File: config.mk
export PLATFORM = sky130hd
export DESIGN_NAME = m_mem_ctrl_flat
export DESIGN_NICKNAME = d
export VERILOG_FILES = /design/src/rtl/m_mem_ctrl_if.sv /design/src/rtl/m_mem_ctrl.sv /design/src/flat_wrapper.sv
export SDC_FILE = /design/constraint.sdc
export NUM_CORES = 1
export LEC_CHECK = 0
export BUFFER_PORTS_ARGS = -buffer_cell sky130_fd_sc_hd__buf_2
export CORE_MARGIN = 2
export CORE_UTILIZATION = 52
export CTS_BUF_LIST = sky130_fd_sc_hd__clkbuf_16
export DETAILED_ROUTE_END_ITERATION = 16
export GPL_TIMING_DRIVEN = 0
export PLACE_DENSITY = 0.86
export RECOVER_POWER = 25
export SLEW_MARGIN = 20
export SYNTH_ARGS = -nofsm -noshare
export SYNTH_HDL_FRONTEND = slang
export SYNTH_SLANG_ARGS = --single-unit
File: constraint.sdc
create_clock -name clk -period 5.13 [get_ports clk]
set_input_delay 1.026 -clock clk [delete_from_list [all_inputs] [get_ports clk]]
set_output_delay 1.026 -clock clk [all_outputs]
set_load 0.1 [all_outputs]
File: src/rtl/m_mem_ctrl_if.sv
// Memory bus bundle between the M-stage memory controller and the data memory.
// Latency: none (wires only).
// Backpressure: request held by the master until a one-cycle ack pulse from the slave.
//
// Signals:
//   bus_req    master->slave  request, held high until ack or timeout
//   bus_we     master->slave  1 = store, 0 = load
//   bus_addr   master->slave  word-aligned byte address
//   bus_byteen master->slave  active byte lanes
//   bus_wdata  master->slave  lane-replicated store data
//   bus_ack    slave->master  one-cycle completion pulse
//   bus_rdata  slave->master  read word, valid with bus_ack
interface m_mem_ctrl_if;
   logic        bus_req;
   logic        bus_we;
   logic [31:0] bus_addr;
   logic [3:0]  bus_byteen;
   logic [31:0] bus_wdata;
   logic        bus_ack;
   logic [31:0] bus_rdata;

   modport master (
      output bus_req, bus_we, bus_addr, bus_byteen, bus_wdata,
      input  bus_ack, bus_rdata
   );

   modport slave (
      input  bus_req, bus_we, bus_addr, bus_byteen, bus_wdata,
      output bus_ack, bus_rdata
   );
endinterface

File: src/rtl/m_mem_ctrl.sv
// M-stage memory controller: turns lw/lh/lhu/lb/lbu/sw/sh/sb into bus transactions.
// Latency: min 2 stall cycles (IDLE + one REQ cycle), result valid in DONE.
// Backpressure: M_stall freezes the pipeline until ack or MAX_WAIT-cycle timeout.
//
// Ports:
//   clk, rst                 clock, synchronous active-low reset
//   M_instr/M_ALUout/M_RD2   instruction, effective address, store data from E/M
//   bus (master modport)     memory bus request/response
//   M_RDout                  extended load result (non-zero only in DONE)
//   bus_err                  one-cycle timeout pulse in DONE
//   M_stall                  pipeline freeze
//   M_adel/M_ades            misaligned load/store flags, present only when
//                            MISALIGN_CHK_EN is defined
module m_mem_ctrl #(
   parameter int unsigned MAX_WAIT = 15
) (
   input  logic                clk,
   input  logic                rst,
   input  logic [31:0]         M_instr,
   input  logic [31:0]         M_ALUout,
   input  logic [31:0]         M_RD2,
   m_mem_ctrl_if.master        bus,
   output logic [31:0]         M_RDout,
   output logic                bus_err,
   output logic                M_stall
`ifdef MISALIGN_CHK_EN
   ,
   output logic                M_adel,
   output logic                M_ades
`endif
);

   typedef enum logic [1:0] {S_IDLE, S_REQ, S_DONE} state_t;
   typedef enum logic [1:0] {SZ_BYTE, SZ_HALF, SZ_WORD} size_t;

   localparam logic [7:0] LAST_WAIT = 8'(MAX_WAIT - 1);

   state_t      state, state_nxt;
   logic [7:0]  wait_cnt;
   logic        ld_uns_q;
   size_t       ld_sz_q;
   logic [1:0]  ld_lane_q;
   logic        st_q;
   logic [31:0] rd_q;
   logic        err_q;

   // ---------------- decode ----------------
   logic        is_mem, is_st, is_uns, mem_go;
   size_t       sz;
   logic [3:0]  be_c;
   logic [31:0] wd_c;
   logic        unused_instr;

   assign unused_instr = ^M_instr[25:0];

   always_comb begin
      is_mem = 1'b1;
      is_st  = 1'b0;
      is_uns = 1'b0;
      sz     = SZ_WORD;
      case (M_instr[31:26])
         6'h23: sz = SZ_WORD;
         6'h21: sz = SZ_HALF;
         6'h25: begin sz = SZ_HALF; is_uns = 1'b1; end
         6'h20: sz = SZ_BYTE;
         6'h24: begin sz = SZ_BYTE; is_uns = 1'b1; end
         6'h2b: begin sz = SZ_WORD; is_st = 1'b1; end
         6'h29: begin sz = SZ_HALF; is_st = 1'b1; end
         6'h28: begin sz = SZ_BYTE; is_st = 1'b1; end
         default: is_mem = 1'b0;
      endcase
   end

`ifdef MISALIGN_CHK_EN
   logic misal;
   assign misal  = is_mem && (((sz == SZ_WORD) && (M_ALUout[1:0] != 2'b00)) ||
                              ((sz == SZ_HALF) && M_ALUout[0]));
   assign mem_go = is_mem && !misal;
   // A misaligned op never leaves IDLE, so flag it only there.
   assign M_adel = (state == S_IDLE) && misal && !is_st;
   assign M_ades = (state == S_IDLE) && misal && is_st;
`else
   assign mem_go = is_mem;
`endif

   // Lane enables and replicated store data; low address bits beyond the
   // access size are don't-care.
   always_comb begin
      be_c = 4'b1111;
      wd_c = M_RD2;
      case (sz)
         SZ_HALF: begin
            be_c = M_ALUout[1] ? 4'b1100 : 4'b0011;
            wd_c = {2{M_RD2[15:0]}};
         end
         SZ_BYTE: begin
            be_c = 4'b0001 << M_ALUout[1:0];
            wd_c = {4{M_RD2[7:0]}};
         end
         default: begin
            be_c = 4'b1111;
            wd_c = M_RD2;
         end
      endcase
   end

   // ---------------- load extraction ----------------
   logic [31:0] ld_ext;
   logic [31:0] rd_shift;
   logic [15:0] rd_half;

   assign rd_shift = bus.bus_rdata >> {ld_lane_q, 3'b000};
   assign rd_half  = ld_lane_q[1] ? bus.bus_rdata[31:16] : bus.bus_rdata[15:0];

   always_comb begin
      ld_ext = bus.bus_rdata;
      case (ld_sz_q)
         SZ_BYTE: ld_ext = ld_uns_q ? {24'h0, rd_shift[7:0]}
                                    : {{24{rd_shift[7]}}, rd_shift[7:0]};
         SZ_HALF: ld_ext = ld_uns_q ? {16'h0, rd_half}
                                    : {{16{rd_half[15]}}, rd_half};
         default: ld_ext = bus.bus_rdata;
      endcase
   end

   // ---------------- FSM ----------------
   logic ack_hit, tmo_hit;
   assign ack_hit = (state == S_REQ) && bus.bus_ack;
   // Ack on the final wait cycle wins over the timeout.
   assign tmo_hit = (state == S_REQ) && !bus.bus_ack && (wait_cnt == LAST_WAIT);

   always_ff @(posedge clk) begin
      if (!rst) state <= S_IDLE;
      else      state <= state_nxt;
   end

   always_comb begin
      state_nxt = state;
      M_stall   = 1'b0;
      case (state)
         S_IDLE: begin
            M_stall = mem_go;
            if (mem_go) state_nxt = S_REQ;
         end
         S_REQ: begin
            M_stall = 1'b1;
            if (ack_hit || tmo_hit) state_nxt = S_DONE;
         end
         S_DONE: state_nxt = S_IDLE;
         default: state_nxt = S_IDLE;
      endcase
   end

   // ---------------- datapath registers ----------------
   always_ff @(posedge clk) begin
      if (!rst) begin
         wait_cnt       <= 8'h0;
         bus.bus_req    <= 1'b0;
         bus.bus_we     <= 1'b0;
         bus.bus_addr   <= 32'h0;
         bus.bus_byteen <= 4'h0;
         bus.bus_wdata  <= 32'h0;
         ld_uns_q       <= 1'b0;
         ld_sz_q        <= SZ_WORD;
         ld_lane_q      <= 2'b00;
         st_q           <= 1'b0;
         rd_q           <= 32'h0;
         err_q          <= 1'b0;
      end else begin
         case (state)
            S_IDLE: begin
               err_q <= 1'b0;
               rd_q  <= 32'h0;
               if (mem_go) begin
                  wait_cnt       <= 8'h0;
                  bus.bus_req    <= 1'b1;
                  bus.bus_we     <= is_st;
                  bus.bus_addr   <= {M_ALUout[31:2], 2'b00};
                  bus.bus_byteen <= be_c;
                  bus.bus_wdata  <= wd_c;
                  ld_uns_q       <= is_uns;
                  ld_sz_q        <= sz;
                  ld_lane_q      <= M_ALUout[1:0];
                  st_q           <= is_st;
               end
            end
            S_REQ: begin
               if (ack_hit) begin
                  bus.bus_req <= 1'b0;
                  rd_q        <= st_q ? 32'h0 : ld_ext;
               end else if (tmo_hit) begin
                  bus.bus_req <= 1'b0;
                  err_q       <= 1'b1;
                  rd_q        <= 32'h0;
               end else begin
                  wait_cnt <= wait_cnt + 8'h1;
               end
            end
            default: begin
               err_q <= 1'b0;
               rd_q  <= 32'h0;
            end
         endcase
      end
   end

   assign M_RDout = (state == S_DONE) ? rd_q : 32'h0;
   assign bus_err = err_q;

endmodule

File: src/flat_wrapper.sv
// flat-port wrapper written by rule: the top's interface ports become plain ports
module m_mem_ctrl_flat 
#(
   parameter int unsigned MAX_WAIT = 15
)
  (clk, rst, M_instr, M_ALUout, M_RD2, M_RDout, bus_err, M_stall, bus_bus_req, bus_bus_we, bus_bus_addr, bus_bus_byteen, bus_bus_wdata, bus_bus_ack, bus_bus_rdata);
  m_mem_ctrl_if bus_i ();
  input  logic clk;
  input  logic rst;
  input  logic [31:0] M_instr;
  input  logic [31:0] M_ALUout;
  input  logic [31:0] M_RD2;
  output logic [31:0] M_RDout;
  output logic bus_err;
  output logic M_stall;
  output wire logic [$bits(bus_i.bus_req)-1:0] bus_bus_req;
  output wire logic [$bits(bus_i.bus_we)-1:0] bus_bus_we;
  output wire logic [$bits(bus_i.bus_addr)-1:0] bus_bus_addr;
  output wire logic [$bits(bus_i.bus_byteen)-1:0] bus_bus_byteen;
  output wire logic [$bits(bus_i.bus_wdata)-1:0] bus_bus_wdata;
  input wire logic [$bits(bus_i.bus_ack)-1:0] bus_bus_ack;
  input wire logic [$bits(bus_i.bus_rdata)-1:0] bus_bus_rdata;
  assign bus_bus_req = bus_i.bus_req;
  assign bus_bus_we = bus_i.bus_we;
  assign bus_bus_addr = bus_i.bus_addr;
  assign bus_bus_byteen = bus_i.bus_byteen;
  assign bus_bus_wdata = bus_i.bus_wdata;
  assign bus_i.bus_ack = bus_bus_ack;
  assign bus_i.bus_rdata = bus_bus_rdata;
  m_mem_ctrl #(.MAX_WAIT(MAX_WAIT)) u_core (.clk(clk), .rst(rst), .M_instr(M_instr), .M_ALUout(M_ALUout), .M_RD2(M_RD2), .bus(bus_i), .M_RDout(M_RDout), .bus_err(bus_err), .M_stall(M_stall));
endmodule
==> Word level (Yosys, flattened, before mapping) <==
Cells that the tools add are included.
{ "totals": {"regBits": 116, "latchBits": 0, "mem_bits_rw": 0, "romBits": 0, "in_bits": 131, "out_inout_bits": 104, "mem_count": 0} }
{ "classes": {"n_addsub": 1, "n_mul": 0, "n_div": 0, "n_lt_le_gt_ge": 0, "n_eq_ne": 18, "n_shift": 2, "mux": 27, "bitwise": 1, "n_reduce_logical": 21} }
{ "op_table": {"columns": ["operator", "n"], "rows": [
  ["two-way mux 32 bit", 6],
  ["one-hot mux 32 bit (2 select lines)", 2],
  ["== test 6 bit, second input constant", 8],
  ["right shift 32 x 5 -> 8 bit", 1],
  ["two-way mux 8 bit", 3],
  ["two-way mux 16 bit", 1],
  ["one-hot mux 8 bit (2 select lines)", 1],
  ["OR reduction 3 bit", 3],
  ["adder 8 x 1 -> 8 bit, second input constant", 1],
  ["== test 8 x 4 -> 1 bit, second input constant", 1],
  ["one-hot mux 2 bit (2 select lines)", 2],
  ["one-hot mux 4 bit (2 select lines)", 1],
  ["AND reduction 2 bit", 4],
  ["OR reduction 8 bit", 1],
  ["== test 2 x 1 -> 1 bit, second input constant", 3],
  ["zero test 2 bit", 3],
  ["two-way mux 1 bit", 6],
  ["!= test 2 bit, second input constant", 3],
  ["two-way mux 2 bit", 2],
  ["two-way mux 4 bit", 1],
  ["one-hot mux 1 bit (2 select lines)", 2],
  ["AND reduction 4 bit", 1],
  ["nonzero test 2 bit", 2],
  ["<< shifter 1 x 2 -> 4 bit, first input constant", 1],
  ["9 further kinds", 11]
]} }

==> Depth between registers and ports, before layout <==
Gate-level depths: netlist of the first run.
{ "depth": {"word_depth": 6, "ltp_mapped": 7, "depth_no_buf": 6} }

==> Least setup slack after synthesis of the first run <==
Ideal clock, no wire load.
{ "synth_timing": {"path_kind": "in2out", "start": "input M_instr[27]", "end": "output M_stall", "t_arrival_ns": 3.094, "t_required_ns": 4.104, "path_slack_ns": 1.010, "cell_stages": 5, "path_buffers": 1, "path_cell_list": "nor2b_1 > o22ai_2 > clkbuf_1 > a21oi_1 > nor2_1"} }
{ "synth_via": {"elab_chain_cells": 4, "elab_cells_between_ends": 11, "cone_classes": "eq/ne: 8; mux: 2; reduce/logical: 1"} }
{ "synth_lines": {"columns": ["element", "line", "rtl"], "rows": [
  ["start, declared", "flat_wrapper.sv:10", "input logic [31:0] M_instr;"],
  ["== test 6 bit", "m_mem_ctrl.sv:61", "case (M_instr[31:26])"],
  ["OR reduction 8 bit (no line) *", null, null],
  ["two-way mux 1 bit *", "m_mem_ctrl.sv:61", null],
  ["one-hot mux 1 bit (2 select lines) *", "m_mem_ctrl.sv:140", "case (state)"],
  ["end, declared", "flat_wrapper.sv:15", "output logic M_stall;"]
]} }
Every way passes the cells marked *; elsewhere a longest branch is shown, timed or not.

==> Worst setup path in the final report of the first run <==
Same ends and word-level chain as after synthesis.

==> results of run 1 <==
==> area by class of cell <==
| class | count | area [um^2] | area share |
|---|---|---|---|
| flip-flops and latches | 116 | 2320 | 0.324 |
| multi-input cells | 448 | 2870 | 0.401 |
| inverters | 5 | 18.8 | 0.00262 |
| clock buffers | 17 | 425 | 0.0594 |
| repair buffers | 206 | 983 | 0.137 |
| well taps | 136 | 170 | 0.0238 |
| plain buffers | 58 | 250 | 0.0349 |
| clock inverters | 12 | 119 | 0.0166 |
| diodes | 1 | 2.50 | 0.000349 |
==> how the worst max path moves through the flow <==
stage	to	from	slack, ns	cells past startpoint
2_1_floorplan	M_stall	M_instr[27]	1.01	5
3_3_place_gp	M_stall	M_instr[27]	1.24	7
3_5_place_dp	M_stall	M_instr[27]	1.25	7
4_1_cts	M_stall	M_instr[27]	1.22	7
5_1_grt	M_stall	M_instr[27]	1.08	7
6_report	M_stall	M_instr[27]	1.14	7
==> layer usage <==
layer	share of wire	GRT usage	up-vias
li1	-	-	2774
met1	0.41	0.367	2748
met3	0.093	0.0950	41
met4	0.024	0.108	0
met5	0	0	-
met2	0.47	0.490	311
==> cells in the mapped netlist, types with 7 or more instances <==
cell type | count | area [um^2]
nand2b_1 | 10 | 62.6
nor2_1 | 18 | 67.6
mux2i_1 | 25 | 250
o21ai_0 | 56 | 280
a221o_1 | 16 | 160
a311oi_1 | 8 | 70.1
clkbuf_1 | 45 | 169
o21ai_1 | 10 | 50.1
mux2_2 | 8 | 90.1
buf_2 | 9 | 45.0
or3_1 | 10 | 62.6
and2_1 | 35 | 219
dfxtp_1 | 116 | 2320
a211oi_1 | 11 | 82.6
a32o_1 | 8 | 80.1
o22ai_1 | 8 | 50.1
a21oi_1 | 75 | 375
nand2_1 | 23 | 86.3
o2bb2ai_1 | 7 | 61.3
nand3_1 | 55 | 275
==> logic make-up (layout without fill, tap and decap cells) <==
family,count (synthesis),after routing,share of synthesized area
flip-flops,116,116,0.425
AO/OA/AOI/OAI,220,220,0.255
AND/OR/NAND/NOR,184,184,0.187
adder cells (fa/ha/maj),2,2,0.00458
XOR/XNOR,5,5,0.00801
other,1,3,0.000686
multiplexers,35,35,0.0705
buffers and inverters,63,298,0.0494
==> where the power goes <==
group | leakage, nW | switching (mW) | internal [mW] | total (mW)
clock | 0.265 | 0.406 | 0.697 | 1.10
combinational | 1.82 | 0.337 | 0.100 | 0.437
sequential | 0.941 | 0.0170 | 0.931 | 0.948
total | 3.03 | 0.760 | 1.73 | 2.49
==> sequential cells by signal (all words and copies together) (netlist names), 2 cells and up <==
name and count:
u_core.ld_lane_q 2, u_core.ld_sz_q 2, u_core.state 2, u_core.wait_cnt 8
u_core.rd_q 32, u_core.bus.bus_addr 30, u_core.bus.bus_byteen 4, u_core.bus.bus_wdata 32
==> placed cells by master, fill, tap and decap left out, drive strengths merged, types with 3 or more instances in the layout <==
cell      count
a211oi       11
a311oi        8
mux2          8
or3          10
dfxtp       116
a221o        16
and2         35
nor2b         5
and3b         6
nor2         18
xor2          3
nand4         5
a32o          8
nor3          3
inv           6
o21ai        66
nand2        23
clkinvlp      3
a211o         6
o2bb2ai       7
clkbuf      101
clkinv        6
nand3        55
or2           3
buf         180
and3          3
nand2b       10
o22ai         9
a21oi        76
mux2i        25
==> critical path, stage by stage <==
cell,delay [ns]
clkbuf_1,0.16
nor2b_1,0.20
o22ai_2,0.42
clkbuf_1,0.42
a21oi_1,0.14
nor2_1,0.15
buf_2,0.45
==> stage by stage <==
stage | hold slack [ns] | area, um^2 | worst slack, ns
after global routing | 0.466 | 7160 | 1.08
after detailed placement | 0.443 | 6670 | 1.25
after CTS | 0.457 | 7210 | 1.22
final | 0.455 | 7160 | 1.14
after floorplan | 0.424 | 5470 | 1.01
after global placement | 0.442 | 6670 | 1.24
==> flow_summary.toml, run 1 <==
[outcome]
status = "complete, no violations"

[hold_path]
min-delay-path-class = "register to register"
worstHoldStart = "u_core.rd_q[1]$_SDFFE_PN0P_"
holdPathStages = 1
hold_end = "u_core.rd_q[1]$_SDFFE_PN0P_"

[clock_tree]
cts_tree = "done"
h-tree-depth = 4
cts.sinks = 116
cts-root-buf = "clkbuf_16"
postCtsHoldBufs = 0
post_cts_buffers = 0
cts_made_buffers = 17
clkTransAtPathRegs_ns = 0.05
insertion_delay_ns = 0.41
ctsResizeCount = 0
ctsLongestPathBuffers = 2

[sta]
period_needed_ns = 3.99
tightest_slew_ns = 1.22
relSlewSlack = 0.181
min_period_over_period = 0.777
tns_ns = 0
slew_violations = 0
rsz0062_at_grt = "no"
fmax_ghz = 0.251
finalSetupViolCount = 0
finalClockSkew_ns = 0.00749
hold_viol = 0

[finish]
drive_above_1_share = 0.261
fin_cells = 999
fin_util = 0.697
syn_to_final_growth_pct = 31.1
nNetsFinal = 985
fillers = 862

[routing]
via_per_inst = 5.88
ant_nets = 0
drt_iter0_drc = 375
routedWlPerCell_um = 17.1
firstDrtPassIters = 6
vias = 5874
drc = 0
routed_wl_mm = 17.1

[place]
dp_hpwl_mm = 12.5
port_buffers = 206
placed_cells = 969
globalplace.congestion = 0.943

[global_routing]
grt_pass1_vias = 5541
grt_pass1_wl_mm = 27.1
antenna_found_initial = 1
grt.overflow.total = 0
grt.total_usage = 0.298
grt_max_degree = 17

[critical_path]
reg2reg_depth = 6
r2r_setup_slack_ns = 2.61
r2r_end = "u_core.rd_q[23]$_SDFFE_PN0P_"
endpoint_kind = "output pin"
cp.arrival_ns = 2.96
start_kind = "primary input"
crit_fanout = 10
r2r-start = "u_core.state[1]$_SDFFE_PN0P_"
worstPathRequired_ns = 4.10
path_class = "primary input to output pin"

[logic_synthesis]
ys.flop_type = "dfxtp_1"
ys_warn_count = 0
seq_area_frac_synth = 0.425
syn_area_um2 = 5470
synth_edf_count = 0
syn-instance-count = 626
yosys_register_bits = 116
synth_area_per_cell_um2 = 8.73
async_reset_ff_frac = 0
netlist-cell-type-count = 59

[floorplanning]
ios = 235
chipHeight_um = 107
coreArea_um2 = 10300
floorplan.rows = 37
initial_utilization = 0.532
die_x_um = 107
dieArea_um2 = 11300

[power]
power_density_nw_per_um2 = 347
report.power.total_mw = 2.49
ir_drop_v = 0.000240
p_leak_nw = 3.03

[job]
max_cap_viol_count = 0
Note: power is estimated with default switching activity, not from simulation.
==> inputs of run 2 (changes only) <==
--- a/config.mk
+++ b/config.mk
@@ -7,11 +7,11 @@
 export LEC_CHECK = 0
 export BUFFER_PORTS_ARGS = -buffer_cell sky130_fd_sc_hd__buf_2
 export CORE_MARGIN = 2
-export CORE_UTILIZATION = 52
+export CORE_UTILIZATION = 43
 export CTS_BUF_LIST = sky130_fd_sc_hd__clkbuf_16
 export DETAILED_ROUTE_END_ITERATION = 16
 export GPL_TIMING_DRIVEN = 0
-export PLACE_DENSITY = 0.86
+export PLACE_DENSITY = 0.76
 export RECOVER_POWER = 25
 export SLEW_MARGIN = 20
 export SYNTH_ARGS = -nofsm -noshare
==> constraint.sdc (replaced) <==
create_clock -name clk -period 3.66 [get_ports clk]
set_input_delay 0.732 -clock clk [delete_from_list [all_inputs] [get_ports clk]]
set_output_delay 0.732 -clock clk [all_outputs]
set_load 0.1 [all_outputs]
==> run 2 against run 1 <==
Against the previous run:
- wire length grew 1.5%
- sequential cell count is the same
- first-iteration DRC count grew 18%
- die area grew 20%
- sequential share of layout area shrank 0.44 points
- setup slack lost 0.85 ns
- clock power grew 55%
- via count shrank 2.4%
- register-to-register slack lost 1.3 ns
- largest cell class unchanged
- worst hold slack is essentially flat
- non-clock buffer count is the same
- clock skew grew 0.00094 ns
- highest routed layer unchanged
==> flow_summary.toml, run 2 (synthesized netlist as in run 1, its figures left out) <==
[place]
dp_slack_ns = 0.334
dp_hpwl_mm = 12.9
place_area_um2 = 6720
placed_cells = 1005
port_buffers = 206
globalplace.congestion = 0.868

[sta]
relSlewSlack = 0.185
tns_ns = 0
hold_viol = 0
min_period_over_period = 0.921
finalClockSkew_ns = 0.00843
finalSetupViolCount = 0
slew_violations = 0
period_needed_ns = 3.37
tightest_slew_ns = 1.23
holdWs_ns = 0.455
fmax_ghz = 0.297
finalWorstSetupSlack_ns = 0.288
rsz0062_at_grt = "no"

[global_routing]
grt.total_usage = 0.255
grt_pass1_vias = 5261
antenna_found_initial = 0
grt.overflow.total = 0
grt_pass1_wl_mm = 26.8
grt_max_degree = 17

[floorplanning]
dieArea_um2 = 13600
initial_utilization = 0.437
floorplan.rows = 41
chipHeight_um = 117
coreArea_um2 = 12500
ios = 235
die_x_um = 117

[finish]
final_common_cell = "buf_2"
syn_to_final_growth_pct = 32.9
nNetsFinal = 985
layout_common_cells = "177 x buf_2, 116 x dfxtp_1, 83 x clkbuf_1"
diodes = 0
drive_above_1_share = 0.261
fin_util = 0.580
reg_top3 = "u_core.bus.bus_wdata: 32 flops, u_core.rd_q: 32 flops, u_core.bus.bus_addr: 30 flops"
stdcell_area_um2 = 7260
fin_cells = 1037

[clock_tree]
post_cts_buffers = 0
insertion_delay_ns = 0.42
postCtsHoldBufs = 0
cts-root-buf = "clkbuf_16"
cts.sinks = 116
ctsResizeCount = 0
h-tree-depth = 4
ctsLongestPathBuffers = 2
cts_tree = "done"
cts_made_buffers = 17
clkTransAtPathRegs_ns = 0.05

[routing]
routedWlPerCell_um = 16.7
firstDrtPassIters = 5
drc = 0
via_per_inst = 5.53
routed_wl_mm = 17.3
ant_nets = 0
drt_iter0_drc = 441
vias = 5734

[critical_path]
path_cells = "clkbuf_1 -> nor2b_1 -> o22ai_2 -> clkbuf_1 -> a21oi_1 -> nor2_1 -> buf_2"
cp.arrival_ns = 2.64
crit_top_cell = "clkbuf_1"
endpoint_kind = "output pin"
critPathSlowestCell = "buf_2"
crit_fanout = 10
slowest_delay_ns = 0.45
start_kind = "primary input"
path_class = "primary input to output pin"
worstPathRequired_ns = 2.93

[power]
report.power.total_mw = 3.64
ir_drop_v = 0.000338
p_leak_nw = 3.07
power_density_nw_per_um2 = 501

[job]
max_cap_viol_count = 0

[outcome]
status = "complete, no violations"

[hold_path]
min-delay-path-class = "register to register"
## run 2: cell types whose count changed in the layout (fill, tap and decap cells not counted), sizes merged
| cell | before | now |
|---|---|---|
| clkinv | 6 | 8 |
| clkinvlp | 3 | 0 |
| bufinv | 2 | 4 |
| buf | 180 | 181 |
| diode | 1 | 0 |
| inv | 6 | 8 |
| clkbuf | 101 | 100 |
## run 2: worst paths after layout
| path | from | endpoint | slack (ns) | cells past startpoint |
|---|---|---|---|---|
| min | u_core.rd_q[2]$_SDFFE_PN0P_ | u_core.rd_q[2]$_SDFFE_PN0P_ | 0.45 | 1 |
| max reg2reg | u_core.state[1]$_SDFFE_PN0P_ | u_core.rd_q[30]$_SDFFE_PN0P_ | 1.32 | 6 |
| min reg2reg | u_core.rd_q[2]$_SDFFE_PN0P_ | u_core.rd_q[2]$_SDFFE_PN0P_ | 0.45 | 1 |
| max | M_instr[27] | M_stall | 0.29 | 7 |
## run 2: worst max-delay path: cells and delay by family
family	cells	cell delay, ns
and+or+nand+nor	2	0.35
AOI/OAI and AO/OA	2	0.54
buffers and inverters	3	1.01
## run 2: area by class of cell
type,instances,area [um^2]
clock buffer,17,425
timing repair buffer,206,983
fill,1221,5260
sequential,116,2320
inverter,5,18.8
multi-input combinational,448,2870
buffer,58,251
clock inverter,15,173
tap,172,215
## run 2: layer usage
| metal | global-route usage | wire (um) |
|---|---|---|
| met1 | 0.320 | 7470 |
| met5 | 0 | 0 |
| met2 | 0.398 | 7880 |
| met4 | 0.122 | 540 |
| met3 | 0.0835 | 1450 |
## run 2: power by group
group / leakage, nW / switching, mW / internal (mW) / total [mW]
clock network: 0.309 / 0.579 / 1.12 / 1.70
registers: 0.941 / 0.0234 / 1.30 / 1.33
logic: 1.82 / 0.471 / 0.141 / 0.612
total: 3.07 / 1.07 / 2.56 / 3.64
==> inputs of run 3 (changes only) <==
--- a/config.mk
+++ b/config.mk
@@ -5,13 +5,14 @@
 export SDC_FILE = /design/constraint.sdc
 export NUM_CORES = 1
 export LEC_CHECK = 0
+export ABC_AREA = 1
 export BUFFER_PORTS_ARGS = -buffer_cell sky130_fd_sc_hd__buf_2
 export CORE_MARGIN = 2
-export CORE_UTILIZATION = 43
+export CORE_UTILIZATION = 44
 export CTS_BUF_LIST = sky130_fd_sc_hd__clkbuf_16
 export DETAILED_ROUTE_END_ITERATION = 16
 export GPL_TIMING_DRIVEN = 0
-export PLACE_DENSITY = 0.76
+export PLACE_DENSITY = 0.77
 export RECOVER_POWER = 25
 export SLEW_MARGIN = 20
 export SYNTH_ARGS = -nofsm -noshare
==> run 3 against run 2 <==
Against the previous run:
- critical path depth rose by 3
- clock power fell by 5%
- final cell count rose by 25%
- critical endpoint unchanged
==> flow_summary.toml, run 3 <==
[sta]
hold_viol = 0
period_needed_ns = 3.28
holdWs_ns = 0.460
min_period_over_period = 0.897
tightest_slew_ns = 0.693
rsz0062_at_grt = "no"
fmax_ghz = 0.305
finalClockSkew_ns = 0.00595
slew_violations = 0
relSlewSlack = 0.538
finalSetupViolCount = 0
tns_ns = 0

[routing]
routed_wl_mm = 18.0
vias = 6394
routedWlPerCell_um = 13.9
drc = 0
firstDrtPassIters = 5
via_per_inst = 4.93
ant_nets = 0
drt_iter0_drc = 529

[global_routing]
antenna_found_initial = 2
grt_pass1_vias = 6091
grt.total_usage = 0.259
grt_pass1_wl_mm = 29.2
grt_max_degree = 17
grt.overflow.total = 0

[logic_synthesis]
synth_edf_count = 0
seq_area_frac_synth = 0.401
syn-instance-count = 887
yosys.cell_count.top_type = "nand2_1"
ys.flop_type = "dfxtp_1"
synth_largest_area_cell = "dfxtp_1"
synth_area_leaders = "dfxtp_1 40%, nand2_1 16%, nor2_1 11%"
async_reset_ff_frac = 0
synth_top_area_share = 0.401
ys_warn_count = 0
netlist-cell-type-count = 37
syn_area_um2 = 5790
yosys_register_bits = 116
ys_top_cells_by_count = "244 x nand2_1, 166 x nor2_1, 116 x dfxtp_1"
synth_area_per_cell_um2 = 6.52

[power]
report.power.total_mw = 3.66
power_frac_seq = 0.365
power_density_nw_per_um2 = 484
combPwrFrac = 0.192
ir_drop_v = 0.000404
swShare = 0.313
p_int_mw = 2.51
p_leak_nw = 3.53
p_clk_frac = 0.444
p_sw_mw = 1.15

[finish]
fin_cells = 1298
nNetsFinal = 1246
drive_above_1_share = 0.248
reg_top3 = "u_core.bus.bus_wdata: 32 flops, u_core.rd_q: 32 flops, u_core.bus.bus_addr: 30 flops"
syn_to_final_growth_pct = 30.6
layout_common_cells = "244 x nand2_1, 213 x buf_2, 166 x nor2_1"
final_common_cell = "nand2_1"

[floorplanning]
initial_utilization = 0.455
coreArea_um2 = 12700
ios = 235
floorplan.rows = 41
die_x_um = 119
chipHeight_um = 119
dieArea_um2 = 14100

[clock_tree]
cts_made_buffers = 17
h-tree-depth = 4
post_cts_buffers = 0
cts.sinks = 116
clkTransAtPathRegs_ns = 0.05
cts-root-buf = "clkbuf_16"
ctsResizeCount = 0
postCtsHoldBufs = 0
ctsLongestPathBuffers = 2
insertion_delay_ns = 0.42
cts_tree = "done"

[place]
port_buffers = 206
dp_hpwl_mm = 13.6
placed_cells = 1266
globalplace.congestion = 0.906

[job]
max_cap_viol_count = 0

[critical_path]
endpoint_kind = "output pin"
worstPathRequired_ns = 2.93
cp.arrival_ns = 2.55
path_class = "primary input to output pin"
crit_fanout = 10
start_kind = "primary input"

[hold_path]
min-delay-path-class = "register to register"

[outcome]
status = "complete, no violations"
## run 3: cell families after synthesis
kind of cell             share of synthesized area
AO/OA/AOI/OAI                                0.131
XOR/XNOR                                   0.00303
adder cells (fa/ha/maj)                    0.00432
buffers and inverters                       0.0986
flip-flops                                   0.401
multiplexers                                0.0104
other                                     0.000648
AND/OR/NAND/NOR                              0.351
## run 3: through the flow
step	utilization	cell area (um^2)	worst slack (ns)
after global routing	0.594	7560	0.254
after global placement	0.553	7040	0.607
after floorplan	-	5790	0.710
after CTS	0.598	7610	0.584
after detailed placement	0.553	7040	0.586
final	0.594	7560	0.377
## run 3: final timing paths
kind / startpoint / to / slack [ns] / depth (start not counted)
setup / recovery: M_instr[31] / M_stall / 0.38 / 10
hold / removal: u_core.rd_q[5]$_SDFFE_PN0P_ / u_core.rd_q[5]$_SDFFE_PN0P_ / 0.46 / 2
setup reg to reg: u_core.wait_cnt[0]$_SDFFE_PN0P_ / u_core.rd_q[22]$_SDFFE_PN0P_ / 1.46 / 8
hold reg to reg: u_core.rd_q[5]$_SDFFE_PN0P_ / u_core.rd_q[5]$_SDFFE_PN0P_ / 0.46 / 2
## run 3: power groups by stage
stage / registers, mW / logic (mW) / clock network (mW)
floorplan: 1.66 / 0.230 / 0
global placement: 1.36 / 0.699 / 0
detailed placement: 1.36 / 0.703 / 0
CTS: 1.33 / 0.706 / 1.64
global route: 1.34 / 0.751 / 1.70
finish: 1.33 / 0.701 / 1.62
## run 3: layer usage
layer | vias up | wire, um | part of all wire | track usage
met2 | 276 | 8360 | 0.46 | 0.436
met5 | - | 0 | 0 | 0
li1 | 3221 | - | - | -
met1 | 2850 | 7440 | 0.41 | 0.302
met3 | 47 | 1720 | 0.096 | 0.0917
met4 | 0 | 475 | 0.026 | 0.0982
## run 3: layout make-up
cell class / instances / area, um^2
fill: 1317 / 5160
clock buffer: 17 / 425
antenna: 1 / 2.50
multi-input combinational: 642 / 2880
sequential: 116 / 2320
clock inverter: 14 / 149
tap: 172 / 215
timing repair buffer: 206 / 1030
inverter: 80 / 305
buffer: 50 / 230
## run 3: worst max-delay path, cell delays in order
cell	delay, ns
buf_2	0.09
inv_1	0.05
nor2_4	0.11
nand3_1	0.32
nand2_2	0.20
nand2_4	0.11
buf_2	0.21
buf_2	0.20
nand2_1	0.08
buf_2	0.42
